## src/rtl/alu_exec.sv

```systemverilog
// alu_exec: multi-cycle execute/write-back stage for a 4-entry register file.
// Captures two operands, computes (or shift-add multiplies), writes back with carry/zero.
module alu_exec #(
  parameter int W  = 9,
  parameter int AW = 2
) (
  input  logic          clk,
  input  logic          rst,
  input  logic          start,
  input  logic [2:0]    op,
  input  logic [AW-1:0] src0,
  input  logic [AW-1:0] src1,
  input  logic [AW-1:0] dst,
  output logic [AW-1:0] rd0_addr,
  output logic [AW-1:0] rd1_addr,
  input  logic [W-1:0]  rd0_data,
  input  logic [W-1:0]  rd1_data,
  output logic          wr_en,
  output logic [AW-1:0] wr_addr,
  output logic [W-1:0]  wr_data,
  output logic          busy,
  output logic          done,
  output logic          carry,
  output logic          zero
);

  // state | meaning
  // IDLE  | waiting for start; request fields latched on acceptance
  // READ  | register file addressed, operands captured at end of cycle
  // EXEC  | single-cycle ALU result, registered into write-back outputs
  // MUL   | one shift-add step per cycle, bit index counting down to 0
  // WB    | write pulse and done presented, flags already updated
  typedef enum logic [2:0] {
    S_IDLE,
    S_READ,
    S_EXEC,
    S_MUL,
    S_WB
  } state_t;

  localparam logic [3:0] CNT_TOP = 4'(W - 1);

  state_t          state_q, state_d;
  logic [2:0]      op_q, op_d;
  logic [AW-1:0]   rd0_addr_q, rd0_addr_d;
  logic [AW-1:0]   rd1_addr_q, rd1_addr_d;
  logic [AW-1:0]   wr_addr_q, wr_addr_d;
  logic [W-1:0]    a_q, a_d;
  logic [W-1:0]    b_q, b_d;
  logic [2*W-1:0]  acc_q, acc_d;
  logic [3:0]      cnt_q, cnt_d;
  logic [W-1:0]    wr_data_q, wr_data_d;
  logic            wr_en_q, wr_en_d;
  logic            done_q, done_d;
  logic            busy_q, busy_d;
  logic            carry_q, carry_d;
  logic            zero_q, zero_d;

  logic [W:0]      alu_full;
  logic            alu_carry;
  logic [2*W-1:0]  acc_next;

  always_comb begin
    alu_full  = '0;
    alu_carry = 1'b0;
    case (op_q)
      3'b000: begin
        alu_full  = {1'b0, a_q} + {1'b0, b_q};
        alu_carry = alu_full[W];
      end
      3'b001: begin
        // bit W of the widened difference is the borrow (A < B)
        alu_full  = {1'b0, a_q} - {1'b0, b_q};
        alu_carry = alu_full[W];
      end
      3'b010: alu_full = {1'b0, a_q & b_q};
      3'b011: alu_full = {1'b0, a_q | b_q};
      3'b100: alu_full = {1'b0, a_q ^ b_q};
      3'b101: begin
        alu_full  = {1'b0, a_q[W-2:0], 1'b0};
        alu_carry = a_q[W-1];
      end
      3'b110: begin
        alu_full  = {2'b00, a_q[W-1:1]};
        alu_carry = a_q[0];
      end
      default: begin
        alu_full  = '0;
        alu_carry = 1'b0;
      end
    endcase
  end

  assign acc_next = acc_q + (b_q[cnt_q] ? ({{W{1'b0}}, a_q} << cnt_q) : '0);

  always_comb begin
    state_d    = state_q;
    op_d       = op_q;
    rd0_addr_d = rd0_addr_q;
    rd1_addr_d = rd1_addr_q;
    wr_addr_d  = wr_addr_q;
    a_d        = a_q;
    b_d        = b_q;
    acc_d      = acc_q;
    cnt_d      = cnt_q;
    wr_data_d  = wr_data_q;
    wr_en_d    = 1'b0;
    done_d     = 1'b0;
    busy_d     = busy_q;
    carry_d    = carry_q;
    zero_d     = zero_q;

    case (state_q)
      S_IDLE: begin
        if (start) begin
          op_d       = op;
          rd0_addr_d = src0;
          rd1_addr_d = src1;
          wr_addr_d  = dst;
          busy_d     = 1'b1;
          state_d    = S_READ;
        end
      end
      S_READ: begin
        a_d     = rd0_data;
        b_d     = rd1_data;
        acc_d   = '0;
        cnt_d   = CNT_TOP;
        state_d = (op_q == 3'b111) ? S_MUL : S_EXEC;
      end
      S_EXEC: begin
        wr_data_d = alu_full[W-1:0];
        carry_d   = alu_carry;
        zero_d    = (alu_full[W-1:0] == '0);
        wr_en_d   = 1'b1;
        done_d    = 1'b1;
        state_d   = S_WB;
      end
      S_MUL: begin
        acc_d = acc_next;
        if (cnt_q == '0) begin
          wr_data_d = acc_next[W-1:0];
          carry_d   = |acc_next[2*W-1:W];
          zero_d    = (acc_next[W-1:0] == '0);
          wr_en_d   = 1'b1;
          done_d    = 1'b1;
          state_d   = S_WB;
        end else begin
          cnt_d = cnt_q - 4'd1;
        end
      end
      S_WB: begin
        busy_d  = 1'b0;
        state_d = S_IDLE;
      end
      default: begin
        busy_d  = 1'b0;
        state_d = S_IDLE;
      end
    endcase
  end

  always_ff @(posedge clk or posedge rst) begin
    if (rst) begin
      state_q    <= S_IDLE;
      op_q       <= '0;
      rd0_addr_q <= '0;
      rd1_addr_q <= '0;
      wr_addr_q  <= '0;
      a_q        <= '0;
      b_q        <= '0;
      acc_q      <= '0;
      cnt_q      <= '0;
      wr_data_q  <= '0;
      wr_en_q    <= 1'b0;
      done_q     <= 1'b0;
      busy_q     <= 1'b0;
      carry_q    <= 1'b0;
      zero_q     <= 1'b0;
    end else begin
      state_q    <= state_d;
      op_q       <= op_d;
      rd0_addr_q <= rd0_addr_d;
      rd1_addr_q <= rd1_addr_d;
      wr_addr_q  <= wr_addr_d;
      a_q        <= a_d;
      b_q        <= b_d;
      acc_q      <= acc_d;
      cnt_q      <= cnt_d;
      wr_data_q  <= wr_data_d;
      wr_en_q    <= wr_en_d;
      done_q     <= done_d;
      busy_q     <= busy_d;
      carry_q    <= carry_d;
      zero_q     <= zero_d;
    end
  end

  assign rd0_addr = rd0_addr_q;
  assign rd1_addr = rd1_addr_q;
  assign wr_addr  = wr_addr_q;
  assign wr_data  = wr_data_q;
  assign wr_en    = wr_en_q;
  assign done     = done_q;
  assign busy     = busy_q;
  assign carry    = carry_q;
  assign zero     = zero_q;

endmodule
```

## config.mk

```make
export PLATFORM = sky130hd
export DESIGN_NAME = alu_exec
export DESIGN_NICKNAME = d
export VERILOG_FILES = /design/src/rtl/alu_exec.sv
export SDC_FILE = /design/constraint.sdc
export NUM_CORES = 1
export LEC_CHECK = 0
export CORE_MARGIN = 2
export CORE_UTILIZATION = 55
export DETAILED_ROUTE_END_ITERATION = 8
export PLACE_DENSITY = 0.74
export SYNTH_ARGS = -nofsm -noshare
export SYNTH_HDL_FRONTEND = slang
export SYNTH_SLANG_ARGS = --single-unit
```

## constraint.sdc

```tcl
create_clock -name clk -period 4.43 [get_ports clk]
set_input_delay 0.886 -clock clk [delete_from_list [all_inputs] [get_ports clk]]
set_output_delay 0.886 -clock clk [all_outputs]
set_load 0.05 [all_outputs]
```

# After elaboration in Yosys (flattened, before gate mapping)
# Index checks and enable logic that the tools add are counted.
# word_totals
inputBits	30
register_bits	65
# classes
n_mux	22
order_cmp	1
bitwise_logic	4
addsub	4
n_reduce_logical	14
shifts	1
eq_ne	13
# ops
operator	count
$pmux W9 S7	1
$pmux W18 S2	1
$add A18 B18 Y18	1
$logic_not A9 Y1	2
$mux W18	1
$pmux W9 S2	1
$shl A9 B4 Y18	1
$eq A3 B2 Y1 const B	4
$eq A3 B3 Y1 const B	4
$pmux W3 S4	1
$add A9 B9 Y10	1
$reduce_and A2 Y1	5
$sub A9 B9 Y10	1
$and A9 B9 Y9	1
$mux W9	1
$or A9 B9 Y9	1
$reduce_or A9 Y1	1
$xor A9 B9 Y9	1
$pmux W1 S2	4
$pmux W4 S2	1
$eq A3 B1 Y1 const B	2
$logic_not A3 Y1	2
$mux W1	6
$mux W3	2
other kinds (10)	13

# Logic depth before layout (Yosys ltp)
# depth
ltp_word	7
depth_mapped	17
depth_no_buf	15

# Worst setup path after synthesis
# No wires, ideal clock.
# synth_timing
kind	register to register
start	reg cnt_q[0]
end	reg carry_q (netlist: carry)
setup_ns	0.129
arrival_ns	3.721
n_path_buf	2
synth_period_minus_slack_ns	3.850
path_slack_ns	0.580
stages_incl_launch_ff	16
t_required_ns	4.301
path_cell_list	dfrtp_1 -> buf_2 -> mux4_2 -> nand2_1 -> o21ai_1 -> nand2_1 -> and2_1 -> clkbuf_1 -> nor2_1 -> ha_1 -> or4_1 -> a31oi_1 -> o211ai_1 -> a2111oi_2 -> nand4_1 -> o41a_1
# synth_between
elab_chain_len	7
# synth_lines
item	line	text
from (decl)	51	logic [3:0] cnt_q, cnt_d;
from (signal assigned)	189	cnt_q <= cnt_d;
$bmux W1 S4	94	assign acc_next = acc_q + (b_q[cnt_q] ? ({{W{1'b0}}, a_q} << cnt_q) : '0);
$mux W1 (not written as such)	94	
$mux W18	94	
$add A18 B18 Y18	94	
$reduce_or A9 Y1	143	carry_d = |acc_next[2*W-1:W];
$mux W1	141	if (cnt_q == '0) begin
$pmux W1 S2	113	case (state_q)
to (signal assigned)	194	carry_q <= carry_d;
to (decl)	56	logic carry_q, carry_d;
# Several ways; a longest one is shown, not always the timed one. The select of a mux whose other input is x is not followed.
# A chain may end at the register's enable or synchronous reset.

# Worst setup path after layout
# Same ends and word-level chain as after synthesis.

==> flow_summary.ini <==
[logic_synthesis]
synth-async-reset-ratio_pct = 100
count_leader_synth = sky130_fd_sc_hd__nand2_1
yosys.area.top_type = sky130_fd_sc_hd__dfrtp_1
avgSynthCellArea_um2 = 8.30
synth-edff-count = 0
muxShareOfSynthArea_pct = 6.56
adder_and_majority_cell_fraction_of_the_synthesized_area_pct = 11.3
yosysSeqAreaShare_pct = 29.4
synth_simple_gate_area_share_pct = 19.7
synth_largest_type_area_fraction_pct = 29.4
synth_area_in_compound_gates_pct = 25.4
synth.cell_area_um2 = 5530
main_combinational_cell_family_by_area_after_synthesis = compound AO/OA/AOI/OAI gates
synth.lib_cells_used.distinct = 76
syn_nets = 745
yosys_register_bits = 65
netlist_top_cells_count = 74 x sky130_fd_sc_hd__nand2_1, 65 x sky130_fd_sc_hd__dfrtp_1, 53 x sky130_fd_sc_hd__o21ai_0
number_of_warnings_reported_in_the_yosys_synthesis_log = 0
synth_top_cells_by_area = sky130_fd_sc_hd__dfrtp_1 29%, sky130_fd_sc_hd__ha_1 10%, sky130_fd_sc_hd__nand2_1 5.0%
syn_inst = 667
synth_flop_cell = sky130_fd_sc_hd__dfrtp_1
synth_xor_area_share_pct = 1.74

[worst_setup_path]
crit-reg2reg-launch = cnt_q[0]
critical_path.startpoint_type = flop
required_time_of_the_worst_setup_path_ns = 4.67
worst-path-max-fanout = 8
startpoint = cnt_q[0]
rr_endpoint = carry
rr_worst_depth = 14
worst_setup_path_end_kind = flop
reg2reg_slack_ns = 0.34
crit_arrival_ns = 4.32
critical_path_class = reg2reg

[timing]
worst_slew_margin_rel_pct = 17.6
setup-tns-final_ns = 0
number_of_failing_setup_endpoints_in_the_final_timing_report = 0
rsz0062_at_grt = false
fin_hold_ws_ns = 0.479
timing_max_transition_violations_final = 0
layout_worst_path_cycle_share_pct = 92.3
fmaxAchievable_mhz = 245
final_clock_skew_ns = 0.0109
final_hold_viol_count = 0
worst-slew-pin-transition_ns = 1.24
timing.final.crit_period_ns = 4.09

[power_and_ir_drop]
total_switching_power_mw = 2.74
clock_power_share_pct = 10.8
power-per-cell-area_nw_per_um2 = 828
power.switching_fraction_pct = 52.7
power_frac_comb_pct = 66.4
ir_drop_mv = 0.518
static-leakage-power_nw = 2.73
sequentialPowerShare_pct = 22.8
cellInternalPower_mw = 2.46

[detailed_routing]
drc = 0
drtPass1Iterations = 5
wirelength_mm = 16.0
routed_wire_length_per_instance_um = 19.2
ant_nets = 0
vias_per_cell = 6.33
detailed_route_via_count = 5258
drt_first_iter_violations = 414

[clock_tree]
post_cts_setup_buffer_count = 0
numClockSinks = 65
root_buffer = sky130_fd_sc_hd__clkbuf_8
cts_inserted_buffers = 9
cts_htree_levels = 3
worstSkewPairLatency_ns = 0.36
ctsResizeCount = 0
clock_tree.buffer_depth = 2
path_clk_slew_ns = 0.08
tritoncts = done
cts_hold_buf = 0

[layout]
antenna-diode-count = 0
final_area_um2 = 6280
syn2layout_area_growth_pct = 13.4
nFillCells = 865
nNetsFinal = 770
sequential_cell_area_um2 = 1630
total_area_of_multi_input_combinational_cells_um2 = 3580
ratio_of_cells_with_drive_above_1_in_the_final_layout_pct = 7.17

[grt]
grt-ovfl-total = 0
antenna_found_initial = 0
pin_count_of_the_biggest_net_entering_global_routing = 38
grt_pass1_vias = 5074
grt.total_usage_pct = 29.9
first_pass_grt_wire_length_mm = 26.2

[floorplanning]
die_w_um = 104
die-area_um2 = 10900
initial_utilization_pct = 56.6
core_region_area_um2 = 9770
rows = 36
die_height_um = 104
ioPinCount = 50

[place]
port_buffers = 49
gp_congestion = 0.959
instance_area_after_placement_um2 = 6070
dp_hpwl_mm = 12.0

[worst_hold_path]
whs_path_depth = 1
hold_endpoint = wr_data[8]
min-delay-path-class = reg2reg
worstHoldStart = wr_data[8]

[outcome]
run_status = finished, final reports clean

[flow_run]
drv_cap = 0
==> cells by family (layout without fill, tap and decap cells) <==
| kind of cell | Yosys count | count (layout) |
|---|---|---|
| fa+ha+maj | 48 | 48 |
| flops | 65 | 65 |
| simple gates | 223 | 223 |
| buf+inv | 83 | 113 |
| compound gates | 206 | 206 |
| xor+xnor | 11 | 11 |
| mux | 31 | 31 |
==> worst max-delay path: stages (launching register included) <==
cell and delay [ns]:
sky130_fd_sc_hd__dfrtp_1 0.48, sky130_fd_sc_hd__mux4_2 0.53, sky130_fd_sc_hd__nand2_1 0.07, sky130_fd_sc_hd__o21ai_1 0.09
sky130_fd_sc_hd__nand2_1 0.23, sky130_fd_sc_hd__nor2_1 0.09, sky130_fd_sc_hd__ha_1 0.22, sky130_fd_sc_hd__fa_1 0.44
sky130_fd_sc_hd__a211oi_1 0.34, sky130_fd_sc_hd__o211ai_1 0.18, sky130_fd_sc_hd__a221oi_2 0.44, sky130_fd_sc_hd__nor3_1 0.09
sky130_fd_sc_hd__a311oi_1 0.31, sky130_fd_sc_hd__nand4_1 0.12, sky130_fd_sc_hd__o41a_1 0.32
==> placed cells by master, fill, tap and decap left out, types with 6 or more instances in the layout <==
cell | netlist | layout
sky130_fd_sc_hd__nand2_1 | 74 | 74
sky130_fd_sc_hd__dfrtp_1 | 65 | 65
sky130_fd_sc_hd__o21ai_0 | 53 | 53
sky130_fd_sc_hd__clkdlybuf4s50_1 | 0 | 49
sky130_fd_sc_hd__nor2_1 | 46 | 45
sky130_fd_sc_hd__ha_1 | 45 | 45
sky130_fd_sc_hd__a21oi_1 | 41 | 41
sky130_fd_sc_hd__inv_1 | 38 | 37
sky130_fd_sc_hd__nand3_1 | 18 | 18
sky130_fd_sc_hd__a22o_1 | 16 | 16
sky130_fd_sc_hd__mux2i_1 | 16 | 16
sky130_fd_sc_hd__nor2b_1 | 15 | 15
sky130_fd_sc_hd__nor3_1 | 15 | 15
sky130_fd_sc_hd__mux2_2 | 12 | 12
sky130_fd_sc_hd__nand2b_1 | 11 | 11
sky130_fd_sc_hd__clkbuf_8 | 0 | 9
sky130_fd_sc_hd__a21o_1 | 8 | 8
sky130_fd_sc_hd__a211oi_1 | 8 | 8
sky130_fd_sc_hd__o21ai_1 | 8 | 8
sky130_fd_sc_hd__or3_1 | 8 | 8
sky130_fd_sc_hd__nand4_1 | 8 | 8
sky130_fd_sc_hd__xnor2_1 | 7 | 7
sky130_fd_sc_hd__o211ai_1 | 6 | 6
sky130_fd_sc_hd__buf_4 | 1 | 6
==> through the flow <==
stage | std cells | power, mW | util, % | worst slack [ns]
detailed placement | 814 | 4.54 | 62.1 | 0.405
global placement | 814 | 4.47 | 62.1 | 0.479
finish | 830 | 5.19 | 64.2 | 0.341
CTS | 830 | 5.12 | 64.2 | 0.371
floorplan | 667 | 3.60 | - | 0.580
global route | 830 | 5.54 | 64.2 | 0.0267
==> power by group through the flow <==
stage	Combinational, mW	Sequential (mW)	Clock, mW
6_report	3.45	1.18	0.563
4_1_cts	3.38	1.17	0.568
5_1_grt	3.73	1.22	0.596
2_1_floorplan	2.33	1.28	0
3_3_place_gp	3.29	1.17	0
3_5_place_dp	3.36	1.19	0
==> area by class of cell <==
cell class                 count  area share [%]
sequential                    65            25.9
tap                          133            2.65
timing repair buffer          55            8.53
clock inverter                 6            1.32
inverter                      42            2.51
multi-input combinational    519            57.0
clock buffer                  10            2.03
==> layer usage <==
layer / share of wire [%] / global-route usage (%) / up-vias
li1: - / - / 2490
met1: 42 / 37.6 / 2515
met5: 0 / 0 / -
met4: 3.1 / 12.8 / 0
met3: 5.7 / 5.20 / 39
met2: 49 / 50.3 / 214
==> registers in the layout, indices dropped and copies added (netlist names), 2 cells and up <==
signal and count:
state_q 3, op_q 3, rd1_addr 2, a_q 9, wr_data 9, b_q 9, acc_q 18, rd0_addr 2
wr_addr 2, cnt_q 4
==> worst max-delay path by stage <==
stage | endpoint | slack [ns]
final | carry | 0.34
after global routing | carry | 0.03
after CTS | carry | 0.37
after detailed placement | carry | 0.41
after global placement | carry | 0.48
after floorplan | carry | 0.58
(Power assumes the default switching activity.)
